[src/rtl/card_rom_arbiter_if.sv]
`default_nettype none
// ============================================================================
//  Module      : card_rom_arbiter_if
//  Description : Bundles the requester-side and ROM-side signals of the card
//                ROM arbiter. The slave modport is the arbiter's view; the
//                master modport is the view of the renderers plus the ROM.
//  Revision    : 1.0 - initial release
// ============================================================================
interface card_rom_arbiter_if #(
    parameter int N_REQ      = 4,
    parameter int ADDR_WIDTH = 12,
    parameter int DATA_WIDTH = 12
);
    logic [N_REQ-1:0]            req;
    logic [N_REQ*ADDR_WIDTH-1:0] addr;
    logic [N_REQ-1:0]            gnt;
    logic [ADDR_WIDTH-1:0]       rom_addr;
    logic [DATA_WIDTH-1:0]       rom_dout;
    logic [DATA_WIDTH-1:0]       rdata;
    logic [N_REQ-1:0]            rvalid;

    modport slave (
        input  req, addr, rom_dout,
        output gnt, rom_addr, rdata, rvalid
    );

    modport master (
        output req, addr, rom_dout,
        input  gnt, rom_addr, rdata, rvalid
    );
endinterface
`default_nettype wire

[src/rtl/card_rom_arbiter.sv]
`default_nettype none
// ============================================================================
//  Module      : card_rom_arbiter
//  Description : Round-robin arbiter sharing one registered-output card image
//                ROM among N_REQ sprite renderers. Grant is combinational;
//                read data returns 3 cycles later with a one-hot rvalid tag.
//                Define CARD_ARB_FIXED_PRIO_EN for fixed lowest-index-wins
//                priority instead of round-robin.
//  Revision    : 1.0 - initial release
// ============================================================================
module card_rom_arbiter #(
    parameter int N_REQ      = 4,
    parameter int ADDR_WIDTH = 12,
    parameter int DATA_WIDTH = 12
) (
    input  logic               clk,
    input  logic               rst_n,
    card_rom_arbiter_if.slave  bus
);

    localparam int c_PTR_W = (N_REQ > 1) ? $clog2(N_REQ) : 1;

    logic [c_PTR_W-1:0]    w_base;
    logic [c_PTR_W-1:0]    w_win;
    logic                  w_any;
    logic [N_REQ-1:0]      w_gnt;
    logic [ADDR_WIDTH-1:0] w_sel_addr;

    logic [ADDR_WIDTH-1:0] r_rom_addr;
    logic [N_REQ-1:0]      r_tag1;
    logic [N_REQ-1:0]      r_tag2;
    logic [N_REQ-1:0]      r_rvalid;
    logic [DATA_WIDTH-1:0] r_rdata;

    // Reduce a search position to a requester index.
    function automatic logic [c_PTR_W-1:0] f_wrap(input int v);
        int r;
        r = v % N_REQ;
        return r[c_PTR_W-1:0];
    endfunction

`ifdef CARD_ARB_FIXED_PRIO_EN
    // Fixed priority: the search always starts at requester 0.
    assign w_base = '0;
`else
    logic [c_PTR_W-1:0] r_ptr;
    logic [c_PTR_W-1:0] w_ptr_nxt;

    assign w_ptr_nxt = (w_win == c_PTR_W'(N_REQ - 1)) ? '0 : w_win + 1'b1;
    assign w_base    = r_ptr;

    // Round-robin pointer: moves just past the winner, holds when idle.
    always_ff @(posedge clk or negedge rst_n) begin
        if (!rst_n) begin
            r_ptr <= '0;
        end else if (w_any) begin
            r_ptr <= w_ptr_nxt;
        end
    end
`endif

    // Search req from the base index with wrap-around; first set bit wins.
    always_comb begin
        w_any = 1'b0;
        w_win = '0;
        w_gnt = '0;
        for (int k = 0; k < N_REQ; k++) begin
            if (!w_any && bus.req[f_wrap(int'(w_base) + k)]) begin
                w_any = 1'b1;
                w_win = f_wrap(int'(w_base) + k);
            end
        end
        if (w_any) begin
            w_gnt[w_win] = 1'b1;
        end
    end

    // Pick the address slice of the granted requester.
    always_comb begin
        w_sel_addr = '0;
        for (int i = 0; i < N_REQ; i++) begin
            if (w_gnt[i]) begin
                w_sel_addr = bus.addr[i*ADDR_WIDTH +: ADDR_WIDTH];
            end
        end
    end

    // Three-stage read pipeline: address/tag, ROM latency, output capture.
    always_ff @(posedge clk or negedge rst_n) begin
        if (!rst_n) begin
            r_rom_addr <= '0;
            r_tag1     <= '0;
            r_tag2     <= '0;
            r_rvalid   <= '0;
            r_rdata    <= '0;
        end else begin
            if (w_any) begin
                r_rom_addr <= w_sel_addr;
            end
            r_tag1   <= w_gnt;
            r_tag2   <= r_tag1;
            r_rvalid <= r_tag2;
            if (|r_tag2) begin
                r_rdata <= bus.rom_dout;
            end
        end
    end

    assign bus.gnt      = w_gnt;
    assign bus.rom_addr = r_rom_addr;
    assign bus.rdata    = r_rdata;
    assign bus.rvalid   = r_rvalid;

endmodule
`default_nettype wire

[src/flat_wrapper.sv]
// flat-port wrapper written by rule: the top's interface ports become plain ports
module card_rom_arbiter_flat 
#(
    parameter int N_REQ      = 4,
    parameter int ADDR_WIDTH = 12,
    parameter int DATA_WIDTH = 12
)
  (clk, rst_n, bus_req, bus_addr, bus_rom_dout, bus_gnt, bus_rom_addr, bus_rdata, bus_rvalid);
  card_rom_arbiter_if #(.N_REQ(N_REQ), .ADDR_WIDTH(ADDR_WIDTH), .DATA_WIDTH(DATA_WIDTH)) bus_i ();
  input  logic clk;
  input  logic rst_n;
  input wire logic [$bits(bus_i.req)-1:0] bus_req;
  input wire logic [$bits(bus_i.addr)-1:0] bus_addr;
  input wire logic [$bits(bus_i.rom_dout)-1:0] bus_rom_dout;
  output wire logic [$bits(bus_i.gnt)-1:0] bus_gnt;
  output wire logic [$bits(bus_i.rom_addr)-1:0] bus_rom_addr;
  output wire logic [$bits(bus_i.rdata)-1:0] bus_rdata;
  output wire logic [$bits(bus_i.rvalid)-1:0] bus_rvalid;
  assign bus_i.req = bus_req;
  assign bus_i.addr = bus_addr;
  assign bus_i.rom_dout = bus_rom_dout;
  assign bus_gnt = bus_i.gnt;
  assign bus_rom_addr = bus_i.rom_addr;
  assign bus_rdata = bus_i.rdata;
  assign bus_rvalid = bus_i.rvalid;
  card_rom_arbiter #(.N_REQ(N_REQ), .ADDR_WIDTH(ADDR_WIDTH), .DATA_WIDTH(DATA_WIDTH)) u_core (.clk(clk), .rst_n(rst_n), .bus(bus_i));
endmodule
[config.mk]
export PLATFORM = sky130hd
export DESIGN_NAME = card_rom_arbiter_flat
export DESIGN_NICKNAME = d
export VERILOG_FILES = /design/src/rtl/card_rom_arbiter_if.sv /design/src/rtl/card_rom_arbiter.sv /design/src/flat_wrapper.sv
export SDC_FILE = /design/constraint.sdc
export NUM_CORES = 1
export LEC_CHECK = 0
export BUFFER_PORTS_ARGS = -buffer_cell sky130_fd_sc_hd__buf_2
export CAP_MARGIN = 20
export CORE_MARGIN = 1.5
export CORE_UTILIZATION = 45
export DETAILED_ROUTE_END_ITERATION = 12
export GPL_TIMING_DRIVEN = 1
export HOLD_SLACK_MARGIN = 0.05
export PLACE_DENSITY = 0.76
export RECOVER_POWER = 100
export SKIP_CTS_REPAIR_TIMING = 1
export SLEW_MARGIN = 20
export SYNTH_ARGS = -nofsm -noshare
export SYNTH_HDL_FRONTEND = slang
export SYNTH_SLANG_ARGS = --single-unit
export TNS_END_PERCENT = 1
[constraint.sdc]
create_clock -name clk -period 3.2 [get_ports clk]
set_input_delay 0.64 -clock clk [delete_from_list [all_inputs] [get_ports clk]]
set_output_delay 0.64 -clock clk [all_outputs]
set_load 0.02 [all_outputs]
### Word level (Yosys, flattened, before mapping)

Index checks and enable logic that the tools add are counted.

* register bits after elaboration: 38
* bits of input ports: 66
* output and inout port bits: 32

* add/sub/neg operators: 4
* magnitude comparators: 6
* eq/ne operators: 1
* mux-type cells: 24
* reductions and logical operators: 8

Operator list (number)
* $mux W12: 4
* $lt A2 B3 Y1 const B: 5
* $mux W2: 5
* $mux W1: 9
* $bmux W1 S2: 4
* $add A2 B1 Y2 const B: 2
* $add A2 B2 Y2 const B: 2
* $logic_and A1 B1 Y1: 4
* $mux W4: 1
* $reduce_or A4 Y1: 1
* $logic_not A1 Y1: 3
* $demux W1 S2: 1
* $eq A2 B2 Y1 const B: 1
* $ge A2 B1 Y1 const B: 1

### Depth between registers and ports, before layout

Gate-level depths: netlist of run 1.

* depth in word-level cells: 21
* depth in mapped cells: 10

### Worst setup path before layout of run 1

No wires, ideal clock.

* kind: input-to-output
* from: in bus_req[1]
* to: out bus_gnt[2]
* data arrival time: 2500 ps
* slack: 60 ps
* stages on the path: 8
* path through: or4_1 clkbuf_2 buf_6 o2111ai_1 ha_1 buf_2 clkbuf_1 and2_1

* word-level cells in the longest chain between the ends: 17
* elaborated cells on any way between the ends: 28
* those cells by class: order compare: 2; mux: 19; reduce/logical: 7

Ends and longest elaborated chain
* start, declared: line flat_wrapper.sv:12 `input wire logic [$bits(bus_i.req)-1:0] bus_req;`
* $bmux W1 S2: line card_rom_arbiter.sv:68 `if (!w_any && bus.req[f_wrap(int'(w_base) + k)]) begin`
* $mux W1 (not written as such): line card_rom_arbiter.sv:68
* $mux W1: line card_rom_arbiter.sv:68
* $logic_not A1 Y1: line card_rom_arbiter.sv:68
* $logic_and A1 B1 Y1: line card_rom_arbiter.sv:68
* $mux W1: line card_rom_arbiter.sv:68
* $logic_not A1 Y1: line card_rom_arbiter.sv:68
* $logic_and A1 B1 Y1: line card_rom_arbiter.sv:68
* $mux W1: line card_rom_arbiter.sv:68
* $logic_not A1 Y1: line card_rom_arbiter.sv:68
* $logic_and A1 B1 Y1: line card_rom_arbiter.sv:68
* $mux W2: line card_rom_arbiter.sv:68
* $lt A2 B3 Y1 (not written as such) / $ge A2 B1 Y1 (equally long branches): line card_rom_arbiter.sv:74 `w_gnt[w_win] = 1'b1;`
* $logic_and A1 B1 Y1 (not written as such): line card_rom_arbiter.sv:74
* $mux W1 (not written as such): line card_rom_arbiter.sv:74
* $demux W1 S2
* $mux W4 (*): line card_rom_arbiter.sv:73 `if (w_any) begin`
* end, declared: line flat_wrapper.sv:15 `output wire logic [$bits(bus_i.gnt)-1:0] bus_gnt;`

Every way passes the cells marked *; elsewhere a longest branch is shown, timed or not. The select of a mux whose other input is x is not followed.

### Worst setup path after layout of run 1

Ends and elaborated chain as after synthesis.

==> results of run 1 <==
-- cell families after synthesis --
kind of cell | Yosys count
fa+ha+maj | 4
buf+inv | 26
mux | 13
simple gates | 49
flops | 38
compound gates | 45
-- sequential cells by signal, summed over array words and instances, names as in the netlist --
name,count
u_core.r_tag2,4
u_core.bus.rdata,12
u_core.bus.rvalid,4
u_core.r_ptr,2
u_core.r_tag1,4
u_core.bus.rom_addr,12
-- power by group through the flow --
stage                     logic [mW]  registers, mW  clock network, mW
after floorplan                0.685           1.05                  0
after global placement          1.28          0.832                  0
after detailed placement        1.31          0.848                  0
final                           1.22          0.840              0.302
after CTS                       1.31          0.840              0.313
after global routing            1.34          0.871              0.335
-- worst min path at each step --
stage                                  end  slack [ns]  cells after the start
after floorplan           u_core.r_tag2[0]        0.33                      0
after global routing      u_core.r_tag2[2]        0.36                      0
after detailed placement  u_core.r_tag2[0]        0.34                      0
final                     u_core.r_tag2[0]        0.35                      0
after global placement    u_core.r_tag2[0]        0.33                      0
after CTS                 u_core.r_tag2[0]        0.36                      0
-- metal layers --
metal | GRT usage [%] | routed length, um | vias up | share of wire [%]
li1 | - | - | 816 | -
met1 | 23.7 | 1740 | 792 | 41
met2 | 31.6 | 2150 | 70 | 50
met3 | 4.39 | 311 | 4 | 7.3
met4 | 9.95 | 57 | 0 | 1.3
met5 | 0 | 0 | - | 0
-- cell type report --
class                   count  area, um2  area share (%)
flip-flops and latches     38        951            39.6
multi-input cells         111        777            32.3
repair buffers            104        488            20.3
clock buffers               5       68.8            2.86
well taps                  50       62.6            2.60
inverters                  12       45.0            1.88
clock inverters             2       10.0           0.417
-- through the flow --
stage	hold WS [ns]	area, um2
final	0.352	2400
after global routing	0.362	2400
after CTS	0.356	2460
after detailed placement	0.341	2380
after global placement	0.332	2380
after floorplan	0.331	1850
-- cells in the mapped netlist, drive strengths merged --
cell,count,area share (%)
dfrtp,38,52
a21boi,1,0.41
o21ai,2,0.54
inv,12,2.4
nand3b,12,4.9
nand2,13,2.6
a21oi,12,3.3
nor2b,3,1.0
or4,1,0.41
clkbuf,9,1.9
a221o,12,6.5
nor2,13,2.6
nor4,1,0.34
and2,4,1.4
ha,4,2.7
nand3,1,0.27
mux2,13,7.9
o2111a,1,0.61
o2111ai,1,0.47
a31oi,12,4.1
o21a,1,0.41
a21o,1,0.41
buf,5,2.0
o21bai,2,0.81
and2b,1,0.41
-- critical path: stages --
cell	delay, ns
clkbuf_1	0.12
or4_1	0.60
o2111ai_1	0.28
ha_1	0.20
and2_0	0.15
clkbuf_1	0.25
==> summary.md, run 1 <==
| Metric | Value |
|---|---|
| Clk pwr share | `12.8%` |
| CTS tree | `built` |
| Synth-to-Final Area Change | `30.2%` |
| Worst setup SP type | `primary input` |
| Final Setup Violations | `0` |
| Routed len/inst | `between 10 and 15 um` |
| Clock Latency Late Sink | `0.28 ns` |
| Max cap viols | `1` |
| Clock Sinks | `38` |
| Syn Nets | `roughly 250` |
| Area of the core | `0.00397 mm2` |
| IO Port Bufs | `97` |
| Synth Area in Adders | `2.71%` |
| Initial core utilization | `46.5%` |
| Unrepaired setup endpoints after global routing | `no` |
| CP Class | `primary input to output port` |
| Crit end category | `output port` |
| DRC viols | `0` |
| Detailed Route WL | `4260 um` |
| Power per Cell Area | `983 mW/mm2` |
| Reg power frac | `35.6%` |
| Critical Path RT | `~2.6 ns` |
| Reg2Reg Depth | `8` |
| Total design power | `2.36 mW` |
| First-pass GRT wire length | `~6500 um` |
| CP Data Arrival Time | `between 2 and 2.5 ns` |
| Rows | `23` |
| Sequential area share after synthesis | `51.5%` |
| Synthesis-stage register bit count | `38` |
| Worst R2R Start | `u_core.r_ptr[0]` |
| Maximum number of pins on one net before global-route repair | `39` |
| Mean Syn Cell Area | `10.5 um2` |
| Status | `finished with violations` |
| Height of the die | `~67 um` |
| Placed cell count | `around 320` |
| Post-synthesis cell count | `175` |
| Most frequent cells in the layout | `buf_2, dfrtp_1, clkbuf_1` |
| Antenna violations before repair | `0` |
| Yosys cell types | `27` |
| YS warnings | `0` |
| Failing checks | `max-capacitance violations, max-slew violations` |
| Placer Congestion | `0.833` |
| Fin. Hold Viols | `0` |
| Share of cells above drive strength 1 | `32.4%` |
| Non-Filler Instances | `322` |
| Pre-antenna DRT Iters | `4` |
| DR vias | `1,682` |
| H-tree depth | `2` |
| Worst-path clk slew | `0.07 ns` |
| Tightest Pin Transition | `1.96 ns` |
| CTS Root Cell | `clkbuf_8` |
| DP Worst Slack | `0.391 ns` |
| Skew final | `0.00371 ns` |
| Mapped Area | `around 0.0018 mm2` |
| Vias in the first global route | `1,462` |
| Leak | `1.15 nW` |
| Hold Crit Class | `register to register` |
| Slew Viols, Final | `39` |
| XOR/XNOR share of the synthesized area | `0%` |
| Vias per cell | `5.22` |
| Max transition margin | `-30.8%` |
| Multiplexer area fraction after synthesis | `7.93%` |
| Max clock buf depth | `2` |
| Post-DRT Antenna Nets | `0` |
| Final HPWL DP | `about 3100 um` |
| CP endpoint | `bus_gnt[2]` |
| # nets final | `342` |
| Critical Path Start | `bus_req[1]` |
| GR Overflow Total | `0` |
| DRT iter0 DRCs | `147` |
| P_int | `1.36 mW` |
| # IOs | `98` |
| Worst hold start | `u_core.r_tag1[0]` |
| R2R setup slack | `between 0.8 and 0.9 ns` |
| Worst vdd rail ir drop | `around 360 uV` |
| Main combinational cell family by area after synthesis | `compound AO/OA/AOI/OAI gates` |
| Max Fclk | `346 MHz` |
| Final period utilization | `90.2%` |
| Post-synthesis compound-gate area fraction | `17.5%` |
| Period minus WS final | `about 2.9 ns` |
| Commonest non-fill, non-tap cell in the layout | `buf_2` |
| Die span in x | `about 67 um` |
| Setup TNS | `0 ns` |
| Worst Slack Setup Final | `between 0.3 and 0.4 ns` |
| Sw power | `1.00 mW` |
| Critical path peak fanout | `5` |
| Antenna diodes | `0` |
| Die area | `between 0.004 and 0.005 mm2` |
| Gr usage total | `19.4%` |
| Worst flop-to-flop path endpoint | `u_core.bus.rom_addr[4]` |
| Layout fillers | `373` |
| Combinational power share | `51.6%` |
| TritonCTS Buffers | `5` |
| Util after Layout | `approximately 60%` |
| Simple-gate share of the synthesized area | `14.0%` |
| Switching Share | `a little over two fifths` |
Power figures use the tool's default switching activity.
==> inputs of run 2 (changes only) <==
--- a/config.mk
+++ b/config.mk
@@ -5,10 +5,11 @@
 export SDC_FILE = /design/constraint.sdc
 export NUM_CORES = 1
 export LEC_CHECK = 0
+export ABC_AREA = 1
 export BUFFER_PORTS_ARGS = -buffer_cell sky130_fd_sc_hd__buf_2
 export CAP_MARGIN = 20
 export CORE_MARGIN = 1.5
-export CORE_UTILIZATION = 45
+export CORE_UTILIZATION = 47
 export DETAILED_ROUTE_END_ITERATION = 12
 export GPL_TIMING_DRIVEN = 1
 export HOLD_SLACK_MARGIN = 0.05
==> summary.md, run 2 <==
| Metric | Value |
|---|---|
| Status | `finished with violations` |
| Failing checks | `max-capacitance violations, max-slew violations` |
| Hold Crit Class | `register to register` |
| Maximum number of pins on one net before global-route repair | `39 (unchanged)` |
| Post-DP Area | `0.00270 mm2 (+13%)` |
| Vias in the first global route | `2,040 (+40%)` |
| Sequential area share after synthesis | `43.4% (-8.1 points)` |
| Height of the die | `71.3 um (+6.3%)` |
| Antenna violations before repair | `0 (unchanged)` |
| Worst hold start | `u_core.r_tag1[0]` |
| Post-synth EDFFs | `0 (unchanged)` |
| XOR/XNOR share of the synthesized area | `0% (unchanged)` |
| Period minus WS final | `3.07 ns (+0.185 ns)` |
| Cell taking the most area after synthesis | `dfrtp_1` |
| Detailed Route WL | `5470 um (+28%)` |
| Non-Filler Instances | `440 (+37%)` |
| Routed len/inst | `12.4 um (-6.1%)` |
| YS warnings | `0 (unchanged)` |
| Slew Viols, Final | `39 (unchanged)` |
| Placed cell count | `429 (+36%)` |
| Unrepaired setup endpoints after global routing | `yes` |
| Worst setup SP type | `register` |
| Syn Nets | `356 (+45%)` |
| Antenna diodes | `0 (unchanged)` |
| Yosys cell types | `23 (-15%)` |
| IO Port Bufs | `97 (unchanged)` |
| Critical Path Start | `u_core.r_ptr[0]` |
| Clock Latency Late Sink | `0.29 ns (about the same)` |
| Util after Layout | `64.6% (+4.1 points)` |
| DRT iter0 DRCs | `106 (-28%)` |
| Synth Area in Adders | `2.29% (-0.43 points)` |
| Critical Path RT | `2.56 ns (about the same)` |
| Crit end category | `output port` |
| CP Class | `register to output port` |
| # IOs | `98 (unchanged)` |
| Max Fclk | `326 MHz (-6.0%)` |
| Worst R2R Start | `u_core.r_ptr[0]` |
| Synth-to-Final Area Change | `30.3% (about the same)` |
| Worst-path clk slew | `0.08 ns (about the same)` |
| Max clock buf depth | `2 (unchanged)` |
| Pre-antenna DRT Iters | `4 (unchanged)` |
| Die area | `0.00508 mm2 (+13%)` |
| Placer Congestion | `0.848 (+1.8%)` |
| Initial core utilization | `49.6% (+3.1 points)` |
| Final period utilization | `96.0% (+5.8 points)` |
| Post-synth top area share | `43.4% (-8.1 points)` |
| Layout fillers | `415 (+11%)` |
| Max transition margin | `-31.5% (-0.75 points)` |
| Share of cells above drive strength 1 | `30.7% (-1.7 points)` |
| H-tree depth | `2 (unchanged)` |
| Max cap viols | `1 (unchanged)` |
| Skew final | `0.00472 ns (+0.00101 ns)` |
| Fin. Hold Viols | `0 (unchanged)` |
| Simple-gate share of the synthesized area | `32.3% (+18 points)` |
| Final Setup Violations | `0 (unchanged)` |
| Mean Syn Cell Area | `7.66 um2 (-27%)` |
| Vias per cell | `4.87 (-6.7%)` |
| Rows | `24 (+4.3%)` |
| Commonest cells in the netlist | `nand2_1, dfrtp_1, inv_1` |
| Tightest Pin Transition | `1.97 ns (+0.0112 ns)` |
| Synthesis-stage register bit count | `38 (unchanged)` |
| Most frequent cells in the layout | `nand2_1, buf_2, inv_1, dfrtp_1, clkbuf_1` |
| Top_reg_cell synth | `dfrtp_1` |
| Clock Sinks | `38 (unchanged)` |
| Synth area leaders | `dfrtp_1, nand2_1, inv_1, mux2_2, nand3_1` |
| Commonest non-fill, non-tap cell in the layout | `nand2_1` |
| Multiplexer area fraction after synthesis | `6.17% (-1.8 points)` |
| Gr usage total | `21.7% (+2.3 points)` |
| DRC viols | `0 (unchanged)` |
| CP Data Arrival Time | `2.43 ns (+0.18 ns)` |
| CTS tree | `built` |
| Post-synthesis compound-gate area fraction | `4.46% (-13 points)` |
| TritonCTS Buffers | `5 (unchanged)` |
| Area of the core | `0.00441 mm2 (+11%)` |
| Mapped Area | `0.00219 mm2 (+19%)` |
| Main combinational cell family by area after synthesis | `simple AND/OR/NAND/NOR gates` |
| Final instance area | `0.00285 mm2 (+19%)` |
| Post-DRT Antenna Nets | `0 (unchanged)` |
| Synth async-reset ratio | `100% (unchanged)` |
| DR vias | `2,144 (+27%)` |
| Post-synthesis cell count | `286 (+63%)` |
| Critical path peak fanout | `9 (+4)` |
| Die span in x | `71.3 um (+6.3%)` |
| GR Overflow Total | `0 (unchanged)` |
| # nets final | `457 (+34%)` |
| Final HPWL DP | `4100 um (+33%)` |
| R2R setup slack | `0.53 ns (-0.33 ns)` |
| Count leader, synth | `nand2_1` |
| First-pass GRT wire length | `8790 um (+35%)` |
| CTS Root Cell | `clkbuf_8` |
[run 2: per-layer routing]
metal  track usage (%)  wire, um
met4              8.18        65
met1              26.3      2290
met2              38.4      2790
met5                 0         0
met3              3.80       314
[run 2: stage by stage]
stage	TNS [ns]	setup WS, ns	hold WS, ns
6_report	0	0.129	0.353
5_1_grt	-0.0317	-0.0149	0.361
4_1_cts	0	0.00398	0.359
3_5_place_dp	0	0.150	0.336
3_3_place_gp	0	0.223	0.333
2_1_floorplan	0	0.281	0.331
[run 2: cells by family after synthesis]
logic type                 after synthesis
and+or+nand+nor                        159
DFF                                     38
adders and majority gates                4
buffers and inverters                   55
AOI/OAI and AO/OA                       18
muxes                                   12
[run 2: worst paths after layout]
kind,to,cells after the start
setup / recovery,bus_gnt[1],14
hold / removal,u_core.r_tag2[0],0
setup reg to reg,u_core.bus.rom_addr[9],16
hold reg to reg,u_core.r_tag2[0],0
max in group asynchronous,u_core.r_ptr[0],1
min in group asynchronous,u_core.bus.rdata[0],1
[run 2: cell type report]
class / count / area [um2] / area share, %
Clock buffer: 6 / 82.6 / 2.89
Inverter: 44 / 173 / 6.05
Clock inverter: 2 / 60.1 / 2.11
Sequential cell: 38 / 952 / 33.4
Multi-Input combinational cell: 193 / 1010 / 35.3
Tap cell: 52 / 65.1 / 2.28
Timing Repair Buffer: 105 / 514 / 18.0
[run 2: critical path, cell delays in order, from the launching register on]
cell and delay (ns):
dfrtp_2 0.46, buf_4 0.17, nand2_1 0.07, nand2_2 0.08
nand2_2 0.08, nand2_2 0.09, nor2_8 0.15, a21oi_1 0.09
or2_2 0.30, nand3_2 0.09, inv_1 0.07, ha_2 0.19
nand2_2 0.08, inv_4 0.06, buf_4 0.16
Power of run 2 is left out: the tool's default activity adds up to more than one toggle a clock period on the data nets, which glitch-free logic cannot reach.
